## src/rtl/tnet_pkg.sv

```systemverilog
// tNet packet definitions shared by the ring transmitter and receiver.
// Contents:
//   - header bit positions of the 128-bit tNet packet
//   - DST_BCAST    broadcast destination address
//   - tnet_pkt_t   packed packet layout, MSB first
//   - tnet_tx_st_t transmitter FSM states
package tnet_pkg;

  localparam int OP_HI  = 127;
  localparam int OP_LO  = 120;
  localparam int SYNC_B = 119;
  localparam int SEQ_HI = 118;
  localparam int SEQ_LO = 114;
  localparam int DST_HI = 113;
  localparam int DST_LO = 105;
  localparam int SRC_HI = 104;
  localparam int SRC_LO = 96;

  localparam logic [8:0] DST_BCAST = 9'h1FF;

  typedef struct packed {
    logic [7:0]  op;
    logic        sync;
    logic [4:0]  seq;
    logic [8:0]  dst;
    logic [8:0]  src;
    logic [95:0] dt;
  } tnet_pkt_t;

  typedef enum logic [1:0] {
    ST_IDLE      = 2'd0,
    ST_WAIT_SYNC = 2'd1,
    ST_SEND      = 2'd2
  } tnet_tx_st_t;

endpackage

```

## src/rtl/tnet_pkt_tx_if.sv

```systemverilog
// Command and Aurora TX AXI-Stream bundle of the tNet transmitter.
//   cmd_*        command handshake from the command processor
//   m_axi_tx_*   128-bit packet stream towards the Aurora core
// Modports:
//   master  transmitter side (accepts commands, drives the TX stream)
//   slave   environment side (issues commands, sinks the TX stream)
interface tnet_pkt_tx_if;

  logic         cmd_valid;
  logic         cmd_ready;
  logic [7:0]   cmd_op;
  logic         cmd_sync;
  logic [8:0]   cmd_dst;
  logic [95:0]  cmd_dt;

  logic [127:0] m_axi_tx_tdata;
  logic         m_axi_tx_tvalid;
  logic         m_axi_tx_tready;

  modport master (
    input  cmd_valid, cmd_op, cmd_sync, cmd_dst, cmd_dt, m_axi_tx_tready,
    output cmd_ready, m_axi_tx_tdata, m_axi_tx_tvalid
  );

  modport slave (
    output cmd_valid, cmd_op, cmd_sync, cmd_dst, cmd_dt, m_axi_tx_tready,
    input  cmd_ready, m_axi_tx_tdata, m_axi_tx_tvalid
  );

endinterface

```

## src/rtl/tnet_sync_fifo.sv

```systemverilog
// Single-clock FIFO with flush, used as the transmitter command queue.
// Ports:
//   clk, rst_n   clock, asynchronous active-low reset (pointers only)
//   push, din    write when not full
//   pop, dout    dout shows the head entry; pop advances when not empty
//   flush        discards all entries (takes priority over push/pop)
//   full, empty  status; count = number of stored entries (0..2**AW)
module tnet_sync_fifo #(
  parameter int W  = 128,
  parameter int AW = 2
) (
  input  logic         clk,
  input  logic         rst_n,
  input  logic         push,
  input  logic [W-1:0] din,
  input  logic         pop,
  input  logic         flush,
  output logic [W-1:0] dout,
  output logic         full,
  output logic         empty,
  output logic [AW:0]  count
);

  localparam int          DEPTH   = 1 << AW;
  localparam logic [AW:0] DEPTH_C = (AW + 1)'(DEPTH);
  localparam logic [AW:0] ONE     = (AW + 1)'(1);

  logic [W-1:0] mem [DEPTH];
  // One extra pointer bit distinguishes full from empty.
  logic [AW:0]  wr_ptr;
  logic [AW:0]  rd_ptr;

  assign count = wr_ptr - rd_ptr;
  assign full  = (count == DEPTH_C);
  assign empty = (wr_ptr == rd_ptr);
  assign dout  = mem[rd_ptr[AW-1:0]];

  always_ff @(posedge clk or negedge rst_n) begin
    if (!rst_n) begin
      wr_ptr <= '0;
      rd_ptr <= '0;
    end else if (flush) begin
      wr_ptr <= '0;
      rd_ptr <= '0;
    end else begin
      if (push && !full)
        wr_ptr <= wr_ptr + ONE;
      if (pop && !empty)
        rd_ptr <= rd_ptr + ONE;
    end
  end

  always_ff @(posedge clk) begin
    if (push && !full && !flush)
      mem[wr_ptr[AW-1:0]] <= din;
  end

endmodule

```

## src/rtl/tnet_pkt_tx.sv

```systemverilog
// tNet ring originating transmitter.
// Formats local commands into 128-bit tNet packets, queues them and drives
// the Aurora TX AXI-Stream. Sync packets wait for the next time-slot tick,
// plain packets leave as soon as the output stage is free.
// Ports:
//   user_clock, user_aresetn  Aurora user clock, asynchronous active-low reset
//   ID          own node ID, placed in the src field
//   channel_up  Aurora link up; link loss discards everything queued
//   sync_tick   one-cycle time-slot pulse
//   bus         command handshake + TX stream (tnet_pkt_tx_if.master)
//   tx_cnt      packets sent (wraps)
//   drop_cnt    packets discarded on link loss (saturates)
//   busy        a packet is held or the queue is non-empty
module tnet_pkt_tx
  import tnet_pkg::*;
#(
  parameter int FIFO_AW = 2
) (
  input  logic                user_clock,
  input  logic                user_aresetn,
  input  logic [7:0]          ID,
  input  logic                channel_up,
  input  logic                sync_tick,
  tnet_pkt_tx_if.master       bus,
  output logic [31:0]         tx_cnt,
  output logic [15:0]         drop_cnt,
  output logic                busy
);

  tnet_tx_st_t        state, state_nxt;
  logic [127:0]       tdata;
  logic               tvalid, tvalid_nxt;
  logic [4:0]         seq;
  tnet_pkt_t          cmd_pkt;

  logic               fifo_push, fifo_pop, fifo_flush;
  logic               fifo_full, fifo_empty;
  logic [127:0]       fifo_head;
  logic [FIFO_AW:0]   fifo_count;

  logic               load, sent, dropped;

  // Held packet plus every queued entry, saturating at 16'hFFFF.
  function automatic logic [15:0] drop_sat_add(input logic [15:0]    cnt,
                                               input logic [FIFO_AW:0] queued);
    logic [16:0] sum;
    sum = {1'b0, cnt} + 17'(queued) + 17'd1;
    return sum[16] ? 16'hFFFF : sum[15:0];
  endfunction

  // Reset is folded in so the command port is closed while reset is held.
  assign bus.cmd_ready = user_aresetn & channel_up & ~fifo_full;
  assign fifo_push     = bus.cmd_valid & bus.cmd_ready;

  always_comb begin
    cmd_pkt      = '0;
    cmd_pkt.op   = bus.cmd_op;
    cmd_pkt.sync = bus.cmd_sync;
    cmd_pkt.seq  = seq;
    cmd_pkt.dst  = bus.cmd_dst;
    cmd_pkt.src  = {1'b0, ID};
    cmd_pkt.dt   = bus.cmd_dt;
  end

  tnet_sync_fifo #(
    .W  (128),
    .AW (FIFO_AW)
  ) u_fifo (
    .clk   (user_clock),
    .rst_n (user_aresetn),
    .push  (fifo_push),
    .din   (cmd_pkt),
    .pop   (fifo_pop),
    .flush (fifo_flush),
    .dout  (fifo_head),
    .full  (fifo_full),
    .empty (fifo_empty),
    .count (fifo_count)
  );

  always_comb begin
    state_nxt  = state;
    tvalid_nxt = tvalid;
    fifo_pop   = 1'b0;
    fifo_flush = 1'b0;
    load       = 1'b0;
    sent       = 1'b0;
    dropped    = 1'b0;
    case (state)
      ST_IDLE: begin
        if (channel_up && !fifo_empty) begin
          fifo_pop = 1'b1;
          load     = 1'b1;
          if (fifo_head[SYNC_B]) begin
            state_nxt = ST_WAIT_SYNC;
          end else begin
            state_nxt  = ST_SEND;
            tvalid_nxt = 1'b1;
          end
        end
      end
      ST_WAIT_SYNC: begin
        if (!channel_up) begin
          dropped    = 1'b1;
          fifo_flush = 1'b1;
          tvalid_nxt = 1'b0;
          state_nxt  = ST_IDLE;
        end else if (sync_tick) begin
          state_nxt  = ST_SEND;
          tvalid_nxt = 1'b1;
        end
      end
      ST_SEND: begin
        // Link loss wins over a same-cycle handshake.
        if (!channel_up) begin
          dropped    = 1'b1;
          fifo_flush = 1'b1;
          tvalid_nxt = 1'b0;
          state_nxt  = ST_IDLE;
        end else if (bus.m_axi_tx_tready) begin
          sent       = 1'b1;
          tvalid_nxt = 1'b0;
          state_nxt  = ST_IDLE;
        end
      end
      default: begin
        state_nxt  = ST_IDLE;
        tvalid_nxt = 1'b0;
      end
    endcase
  end

  always_ff @(posedge user_clock or negedge user_aresetn) begin
    if (!user_aresetn) begin
      state  <= ST_IDLE;
      tvalid <= 1'b0;
    end else begin
      state  <= state_nxt;
      tvalid <= tvalid_nxt;
    end
  end

  always_ff @(posedge user_clock or negedge user_aresetn) begin
    if (!user_aresetn) begin
      tdata    <= '0;
      seq      <= '0;
      tx_cnt   <= '0;
      drop_cnt <= '0;
    end else begin
      if (load)
        tdata <= fifo_head;
      if (fifo_push)
        seq <= seq + 5'd1;
      if (sent)
        tx_cnt <= tx_cnt + 32'd1;
      if (dropped)
        drop_cnt <= drop_sat_add(drop_cnt, fifo_count);
    end
  end

  assign bus.m_axi_tx_tdata  = tdata;
  assign bus.m_axi_tx_tvalid = tvalid;
  assign busy = (state != ST_IDLE) | ~fifo_empty;

endmodule
```

## src/flat_wrapper.sv

```systemverilog
// flat-port wrapper written by rule: the top's interface ports become plain ports
module tnet_pkt_tx_flat import tnet_pkg::*;
#(
  parameter int FIFO_AW = 2
)
  (user_clock, user_aresetn, ID, channel_up, sync_tick, tx_cnt, drop_cnt, busy, bus_cmd_valid, bus_cmd_op, bus_cmd_sync, bus_cmd_dst, bus_cmd_dt, bus_m_axi_tx_tready, bus_cmd_ready, bus_m_axi_tx_tdata, bus_m_axi_tx_tvalid);
  tnet_pkt_tx_if bus_i ();
  input  logic user_clock;
  input  logic user_aresetn;
  input  logic [7:0] ID;
  input  logic channel_up;
  input  logic sync_tick;
  output logic [31:0] tx_cnt;
  output logic [15:0] drop_cnt;
  output logic busy;
  input wire logic [$bits(bus_i.cmd_valid)-1:0] bus_cmd_valid;
  input wire logic [$bits(bus_i.cmd_op)-1:0] bus_cmd_op;
  input wire logic [$bits(bus_i.cmd_sync)-1:0] bus_cmd_sync;
  input wire logic [$bits(bus_i.cmd_dst)-1:0] bus_cmd_dst;
  input wire logic [$bits(bus_i.cmd_dt)-1:0] bus_cmd_dt;
  input wire logic [$bits(bus_i.m_axi_tx_tready)-1:0] bus_m_axi_tx_tready;
  output wire logic [$bits(bus_i.cmd_ready)-1:0] bus_cmd_ready;
  output wire logic [$bits(bus_i.m_axi_tx_tdata)-1:0] bus_m_axi_tx_tdata;
  output wire logic [$bits(bus_i.m_axi_tx_tvalid)-1:0] bus_m_axi_tx_tvalid;
  assign bus_i.cmd_valid = bus_cmd_valid;
  assign bus_i.cmd_op = bus_cmd_op;
  assign bus_i.cmd_sync = bus_cmd_sync;
  assign bus_i.cmd_dst = bus_cmd_dst;
  assign bus_i.cmd_dt = bus_cmd_dt;
  assign bus_i.m_axi_tx_tready = bus_m_axi_tx_tready;
  assign bus_cmd_ready = bus_i.cmd_ready;
  assign bus_m_axi_tx_tdata = bus_i.m_axi_tx_tdata;
  assign bus_m_axi_tx_tvalid = bus_i.m_axi_tx_tvalid;
  tnet_pkt_tx #(.FIFO_AW(FIFO_AW)) u_core (.user_clock(user_clock), .user_aresetn(user_aresetn), .ID(ID), .channel_up(channel_up), .sync_tick(sync_tick), .bus(bus_i), .tx_cnt(tx_cnt), .drop_cnt(drop_cnt), .busy(busy));
endmodule
```

## config.mk

```make
export PLATFORM = sky130hd
export DESIGN_NAME = tnet_pkt_tx_flat
export DESIGN_NICKNAME = d
export VERILOG_FILES = /design/src/rtl/tnet_pkg.sv /design/src/rtl/tnet_pkt_tx_if.sv /design/src/rtl/tnet_sync_fifo.sv /design/src/rtl/tnet_pkt_tx.sv /design/src/flat_wrapper.sv
export SDC_FILE = /design/constraint.sdc
export NUM_CORES = 1
export LEC_CHECK = 0
export CORE_ASPECT_RATIO = 1.75
export CORE_MARGIN = 2
export CORE_UTILIZATION = 56
export CTS_CLUSTER_SIZE = 14
export DETAILED_ROUTE_END_ITERATION = 10
export PLACE_DENSITY = 0.91
export REMOVE_ABC_BUFFERS = 1
export SLEW_MARGIN = 15
export SYNTH_ARGS = -nofsm -noshare
export SYNTH_HDL_FRONTEND = slang
export SYNTH_HIERARCHICAL = 1
export SYNTH_SLANG_ARGS = --single-unit
```

## constraint.sdc

```tcl
create_clock -name user_clock -period 15 [get_ports user_clock]
set_input_delay 2.25 -clock user_clock [delete_from_list [all_inputs] [get_ports user_clock]]
set_output_delay 2.25 -clock user_clock [all_outputs]
set_load 0.02 [all_outputs]
```

-- After elaboration in Yosys (flattened, before gate mapping)
Memories as Yosys holds them, arrays and structs flattened.
Index checks and enable logic that the tools add are counted.
- register bits: 190
- bits in latches: 0
- memory bits (writable): 508
- ROM bits: 0
- input bits: 128
- output and inout bits: 179
- logic and storage cells: 72
- memories: 1
- add/subtract/negate cells: 7
- $mul: 0
- div/mod/pow operators: 0
- magnitude comparators: 0
- equal/unequal tests: 8
- shift-type cells: 0
- muxes and demuxes: 28
- bitwise gates (word level): 6
- reductions and logical operators: 14
- memories (memory ; words ; bits a word ; rd ports ; clocked after memory_dff ; wr ports ; RTL line ; source):
    u_core.u_fifo.mem ; 4 ; 127 ; 1 ; 0 ; 1 ; tnet_sync_fifo.sv:28 ; logic [W-1:0] mem [DEPTH];
- operators by type and width (cell ; count):
    32-bit by 1-bit adder with 32-bit output (second input constant) ; 1
    16-bit by 3-bit adder with 17-bit output ; 1
    17-bit by 1-bit adder with 17-bit output (second input constant) ; 1
    16-bit 2-to-1 mux ; 1
    1-bit 2-to-1 mux ; 15
    2-bit 2-to-1 mux ; 6
    3-bit 2-to-1 mux ; 4
    3-bit by 1-bit adder with 3-bit output (second input constant) ; 2
    3-bit inequality test (second input constant) ; 2
    2-bit case mux with 3 select lines ; 1
    2-bit nonzero test ; 3
    5-bit by 1-bit adder with 5-bit output (second input constant) ; 1
    1-bit logical AND ; 4
    4-bit AND reduction ; 1
    1-bit AND ; 3
    3-bit == test ; 1
    3-bit == test (second input constant) ; 1
    1-bit zero test ; 3
    1-bit case mux with 3 select lines ; 1
    3-bit AND reduction ; 1
    3-bit subtractor ; 1
    2-bit by 1-bit == test with 1-bit output (second input constant) ; 1
    2-bit == test (second input constant) ; 1
    2-bit zero test ; 1
    other kinds (5) ; 6

-- Logic depth before layout (Yosys ltp)
Gate-level depths: netlist of run 1.
- depth in word-level cells: 9
- gate-level depth with buffers: 13
- mapped depth without buffers: 12

-- Modules after synthesis
The synthesis of run 1 kept the hierarchy.
- modules (own cells, without submodules) (module ; times used ; cells an instance ; area an instance (um^2) ; seq. area each (um^2)):
    tnet_sync_fifo ; 1 ; 716 ; 18860.6 ; 15524.9
    tnet_pkt_tx ; 1 ; 802 ; 7554.7 ; 4604.4

-- Least setup slack after synthesis of run 1
OpenSTA, ideal clock, no wires.
- path kind: input-to-reg
- start: input port channel_up
- end: memory u_core/u_fifo/mem[0][0] in the netlist's numbering, enable pin
- library setup time: 798 ps
- data arrival time: 12641 ps
- required time: 14202 ps
- slack: 1561 ps
- stages: 7
- buffers on the path: 2
- cell sequence: buf_4 nand2_1 nor2_1 and2_1 clkbuf_1 o21ai_4 nor3b_1
- word-level cells in the longest chain between the ends: 7
- elaborated cells between the ends (all ways): 10
- those cells by class: mux (4); bitwise (3); reduce/logical (3)
- RTL lines (what ; RTL line ; source):
    start: declaration ; flat_wrapper.sv:11 ; input logic channel_up;
    1-bit AND (2 in a row) ; tnet_pkt_tx.sv:52 ; assign bus.cmd_ready = user_aresetn & channel_up & ~fifo_full;
    named net bus_cmd_ready ; flat_wrapper.sv:22 ; output wire logic [$bits(bus_i.cmd_ready)-1:0] bus_cmd_ready;
    1-bit AND ; tnet_pkt_tx.sv:53 ; assign fifo_push = bus.cmd_valid & bus.cmd_ready;
    named net u_core.fifo_push ; tnet_pkt_tx.sv:36 ; logic fifo_push, fifo_pop, fifo_flush;
    1-bit logical AND (2 in a row) ; tnet_sync_fifo.sv:54 ; if (push && !full && !flush)
    1-bit 2-to-1 mux ; tnet_sync_fifo.sv:54 ;
    1-bit 2-to-1 mux (not written as such) ; tnet_sync_fifo.sv:55 ; mem[wr_ptr[AW-1:0]] <= din;
    end: declaration ; tnet_sync_fifo.sv:28 ;
The timed path passes the listed nets, and every way through them passes these cells.

-- Worst setup path in the final report of run 1
- start: input port user_aresetn
- end: output port bus_cmd_ready
- word-level cells in the longest chain between the ends: 2
- RTL lines (what ; RTL line ; source):
    start: declaration ; flat_wrapper.sv:9 ; input logic user_aresetn;
    1-bit AND (2 in a row) ; tnet_pkt_tx.sv:52 ;
    end: declaration ; flat_wrapper.sv:22 ;
No other way between the ends.

==> reports/results.txt, run 1 <==
Asr flop ratio synth - 0.271
Sum Neg Setup Slack - 0 ns
Total of cells resized after clock tree synthesis - 0
Worst clock skew - 0.0253 ns
Gr usage total - 0.244
Die Wd - 168 um
Seq cells post-synth - 702
Synth Instances - 1518
FILL cells - 2914
Detailed Route WL - 59000 um
Post-synth top cells - edfxtp_1, nand2_1, dfrtp_1
Ratio of cells with drive above 1 in the final layout - 0.132
RSZ-0062 raised after global routing - false
HP Start - u_core/bus.m_axi_tx_tdata[99]$_DFFE_PN0P_
Core area - 0.0468 mm^2
FF-to-FF End - u_core/u_fifo/mem[2][57]$_DFFE_PP_
Mean area per synthesized cell - 17.4 um^2
Die height - 291 um
Hold_buf cts - 0
Worst-Margin Slew - 1.05 ns
WL per Instance - 23.6 um
Clk Latency, worst-skew pair - 0.60 ns
Clock sink count - 702
Worst-path clk slew - 0.06 ns
Hold EP - u_core/bus.m_axi_tx_tdata[99]$_DFFE_PN0P_
Area share of the largest cell type after synthesis - 0.582
Syn Std Cell Area - 0.0264 mm^2
Distinct cells, synth - 52
Worst R2R Path Depth - 11
Dpl hpwl - 35500 um
Post-synthesis sequential area ratio - 0.762
Syn. warnings - 6
Number of synthesized flops with an enable pin - 512
Flop2flop setup slack - 9.57 ns
CP Data Arrival Time - 4.01 ns
Max Clock Freq - 160 MHz
Worst-path maximum fanout - 105
Bufs on Longest Clock Path - 3
PortBufs - 306
Cell taking the most area after synthesis - edfxtp_1
HP Class - reg -> reg
First-pass GRT wire length - 90300 um
Tmin final - 6.26 ns
Nets - 1988
Gpl congestion - 0.839
H-tree depth - 2
First drt pass iteration count - 5
Final-report setup violation count - 0
Fin cells - 2495
Initial antenna violation count - 15
ANT nets after route - 0
CP Class - in -> out
Max-cap violations - 0
Largest net degree at the start of global routing - 106
Placed Instances - 2369
Total grt overflow - 0
Die Area - 0.0490 mm^2
CP Capture Type - primary output
WHS Path Cells - 2
Hold Violations, Final - 0
Total power - 5.77 mW
Total number of vias - 14500
Top-count cell post-synth - edfxtp_1
Pins Over Slew Limit - 0
Outcome - completed
1st-iter DRT viols - 1091
CTS tree - yes
Main synth FF type - edfxtp_1
Final worst setup slack - 8.74 ns
Core Util, Final - 0.685
Worst slack, placed - 8.61 ns
TritonCTS Buffers - 60
DR vias/cell - 5.80
Root Driver - clkbuf_16
Vias in the first global route - 15600
Pwr Density - 180 mW/mm^2
VDD IR max - 0.133 mV
Final Cycle Share - 0.417
Drt drc - 0
Crit Reg-Reg Startpoint - u_core/u_fifo/rd_ptr[0]$_DFFE_PN0P_
CP required - 12.75 ns
Synth top area cells - edfxtp_1, dfrtp_1, mux4_2
P&R area growth vs syn - 21.2%
# IOs - 307
Crit. Startpoint - user_aresetn
Leakage power - 11.7 nW
Initial Util - 0.565
Slew headroom - 0.303
Startpoint types - input port
Setup Buffers After CTS - 0
Row count - 105
## worst max-delay path by stage
stage	end
6_report	bus_cmd_ready
5_1_grt	bus_cmd_ready
4_1_cts	bus_cmd_ready
3_5_place_dp	u_core/u_fifo/mem[2][35]$_DFFE_PP_
3_3_place_gp	bus_cmd_ready
2_1_floorplan	u_core/u_fifo/mem[0][0]$_DFFE_PP_
## cells by family after synthesis
family	after synthesis	share of synthesized area
AO/OA/AOI/OAI	29	0.00715
AND/OR/NAND/NOR	506	0.0806
flip-flops	702	0.762
adder cells (fa/ha/maj)	17	0.00862
XOR/XNOR	47	0.0162
multiplexers	136	0.112
other	1	0.000142
buffers and inverters	80	0.0129
## flip-flops by register name (all words and copies together) (netlist names)
register                    flops
u_core/bus.m_axi_tx_tvalid      1
u_core/seq                      5
u_core/bus.m_axi_tx_tdata     128
u_core/u_fifo/rd_ptr            3
u_core/tx_cnt                  32
u_core/state                    2
u_core/drop_cnt                16
u_core/u_fifo/wr_ptr            3
u_core/u_fifo/mem             512
## final cells by class
class | instances | area, um^2 | share of cell area
sequential | 702 | 20100 | 0.629
clock buffer | 99 | 1730 | 0.0541
timing repair buffer | 321 | 3180 | 0.0994
tap | 588 | 736 | 0.0230
inverter | 19 | 73.8 | 0.00231
antenna | 13 | 32.5 | 0.00102
multi-input combinational | 739 | 5980 | 0.187
clock inverter | 14 | 139 | 0.00434
## critical path, cell delays in order
cell	delay, ns
clkbuf_8	0.68
nand2_1	0.13
nor2_1	0.22
clkdlybuf4s50_1	0.65
## placed cells by master, fill, tap and decap left out, types with 13 or more instances in the layout
cell             Yosys  layout
diode_2              0      13
buf_4                3      14
nand3_1             16      16
ha_1                15      15
clkbuf_16            0      61
edfxtp_1           512     512
xor2_1              14      14
nor2_1              21      21
clkdlybuf4s50_1      0     305
xnor2_1             32      32
dfrtp_1            190     188
mux4_2             128     128
nand2_1            422     421
clkbuf_1            20      31
inv_1               19      18
## stage by stage
step,area [um^2],hold WS [ns]
2_1_floorplan,26200,0.489
3_3_place_gp,30100,0.459
3_5_place_dp,30100,0.462
4_1_cts,32000,0.482
5_1_grt,32000,0.496
6_report,32000,0.478
## per-layer routing
metal,part of all wire,track usage
met1,0.35,0.282
met3,0.056,0.0366
met5,0.00051,0
met4,0.048,0.134
met2,0.54,0.436
## report_power, final
group	leakage [nW]	internal, mW	total, mW	switching [mW]
combinational	3.77	0.760	1.68	0.919
sequential	7.05	2.37	2.60	0.233
clock	0.907	0.822	1.48	0.662
total	11.7	3.95	5.77	1.81
Power figures use the tool's default switching activity.
==> run 2, diff against run 1 <==
clock period = 6.4 ns   (was 15 ns; I/O delays follow)
==> run 2 against run 1 <==
Combinational power rose by 140%. Sequential share of layout area up 0.17 points. Total power is 130% higher. Sequential power rose by 130%. Largest power group unchanged. Highest routed layer unchanged.
==> reports/results.txt, run 2 (same netlist as run 1, synthesis figures left out) <==
Outcome - completed
HP Class - in -> async
Worst path depth - 6 (+2)
CP most frequent cell - nor2_1
Initial antenna violation count - 11 (-4)
Final Cycle Share - 0.706
ANT nets after route - 0 (unchanged)
CTS tree - yes
Final-report setup violation count - 0 (unchanged)
Max-cap violations - 0 (unchanged)
Largest stage delay, worst path - 1.01 ns (+0.33 ns)
Drt drc - 0 (unchanged)
CP endpoint - bus_cmd_ready
Total number of vias - 14300 (-1.5%)
VDD IR max - 0.307 mV (+130%)
Clock sink count - 702 (unchanged)
Total of cells resized after clock tree synthesis - 0 (unchanged)
Worst-Margin Slew - 1.05 ns (+0.000888 ns)
Max Used Layer - met5
Worst R2R Path Depth - 10 (-1)
Critical-path cell list - inv_1, fa_1, nand2b_1, nor2_1, nor2_1, clkdlybuf4s50_1
Leakage power - 11.7 nW (-0.51%)
RSZ-0062 raised after global routing - false
M1 WL - 20400 um (-1.5%)
Core area - 0.0468 mm^2 (unchanged)
Worst slack, placed - 2.07 ns (-6.54 ns)
Area after DPL - 0.0301 mm^2 (about the same)
Nets - 1983 (-0.25%)
Min Hold Slack - 0.458 ns (-0.0204 ns)
Post-route cell area - 0.0319 mm^2 (-0.27%)
Dpl hpwl - 35300 um (-0.75%)
Sum Neg Setup Slack - 0 ns (unchanged)
1st-iter DRT viols - 1330 (+22%)
Placed Instances - 2365 (-0.17%)
CP required - 5.44 ns (-7.31 ns)
Wire length on met3 - 3400 um (+2.3%)
Hold_buf cts - 0 (unchanged)
WL per Instance - 23.2 um (-2.1%)
Worst-path maximum fanout - 62 (-41%)
Clk Latency, worst-skew pair - 0.62 ns (+0.02 ns)
DR vias/cell - 5.74 (-1.1%)
CP Data Arrival Time - 3.56 ns (-0.45 ns)
Bufs on Longest Clock Path - 3 (unchanged)
Crit. Startpoint - u_core/u_fifo/rd_ptr[1]$_DFFE_PN0P_
Detailed Route WL - 57600 um (-2.4%)
Final worst setup slack - 1.88 ns (-6.86 ns)
H-tree depth - 2 (unchanged)
Pwr Density - 418 mW/mm^2 (+130%)
Row count - 105 (unchanged)
# IOs - 307 (unchanged)
First drt pass iteration count - 5 (unchanged)
Largest net degree at the start of global routing - 129 (+22%)
Ratio of cells with drive above 1 in the final layout - 0.127 (-0.00494)
Max reg flops - 512 (unchanged)
Die Wd - 168 um (unchanged)
Slew headroom - 0.303 (-0.000592)
CP Class - reg -> out
Total power - 13.4 mW (+130%)
Crit Reg-Reg Startpoint - u_core/u_fifo/rd_ptr[1]$_DFFE_PN0P_
Top delay family on crit path - flip-flops
Vias in the first global route - 15300 (-1.9%)
Tmin final - 4.52 ns
Buf+Inv Stages, Crit Path - 2 (unchanged)
Worst-path clk slew - 0.06 ns (about the same)
First-pass GRT wire length - 88900 um (-1.5%)
Die Area - 0.0490 mm^2 (unchanged)
Startpoint types - flop
TritonCTS Buffers - 59 (-1.7%)
Gpl congestion - 0.844 (+0.61%)
Worst clock skew - 0.0279 ns (+0.00261 ns)
Die height - 291 um (unchanged)
Root Driver - clkbuf_16
Most frequent cells in the layout - edfxtp_1, nand2_1, clkdlybuf4s50_1
Slowest CP cell - dfrtp_4
Total grt overflow - 0 (unchanged)
Core Util, Final - 0.683 (-0.00185)
Setup Buffers After CTS - 0 (unchanged)
Initial Util - 0.565 (unchanged)
Gr usage total - 0.239 (-0.00524)
Flop2flop setup slack - 2.12 ns (-7.45 ns)
Fin cells - 2487 (-0.32%)
CP Capture Type - primary output
Max Clock Freq - 221 MHz
FILL cells - 2861 (-1.8%)
Hold Violations, Final - 0 (unchanged)
Pins Over Slew Limit - 0 (unchanged)
P&R area growth vs syn - 20.9%
Commonest non-fill, non-tap cell in the layout - edfxtp_1
Met2 wire length - 30400 um (-5.2%)
PortBufs - 306 (unchanged)
FF-to-FF End - u_core/bus.m_axi_tx_tdata[90]$_DFFE_PN0P_
## run 2: changes by cell type in the layout (fill, tap and decap cells not counted)
cell	before	now
clkinv_8	1	0
clkinv_2	6	4
clkbuf_1	31	36
diode_2	13	10
clkbuf_4	1	0
buf_6	1	0
clkinv_4	1	0
buf_4	14	8
inv_16	0	2
buf_12	0	3
bufinv_16	2	0
inv_8	0	1
clkbuf_16	61	59
## run 2: worst min path at each step
stage                                                      end  cells after the start
floorplan                            u_core/seq[4]$_DFFE_PN0P_                      1
global placement    u_core/bus.m_axi_tx_tdata[108]$_DFFE_PN0P_                      2
detailed placement   u_core/bus.m_axi_tx_tdata[86]$_DFFE_PN0P_                      2
CTS                  u_core/bus.m_axi_tx_tdata[20]$_DFFE_PN0P_                      2
global route         u_core/bus.m_axi_tx_tdata[80]$_DFFE_PN0P_                      2
finish               u_core/bus.m_axi_tx_tdata[42]$_DFFE_PN0P_                      1
## run 2: final cells by class
type	count	area (um^2)	share of cell area
inverter	19	73.8	0.00231
tap	588	736	0.0230
clock inverter	11	95.1	0.00298
sequential	702	20100	0.631
multi-input combinational	739	5980	0.187
clock buffer	101	1690	0.0531
timing repair buffer	317	3190	0.0998
antenna	10	25.0	0.000784
## run 2: layer usage
layer  vias to the layer above  global-route usage
li1                       6242                   -
met1                      7257               0.283
met2                       605               0.412
met3                       164              0.0430
met4                         2               0.135
met5                         -                   0
## run 2: power by group
group          internal [mW]  switching (mW)
Sequential              5.56           0.466
Clock                   1.81            1.54
Combinational           1.78            2.21
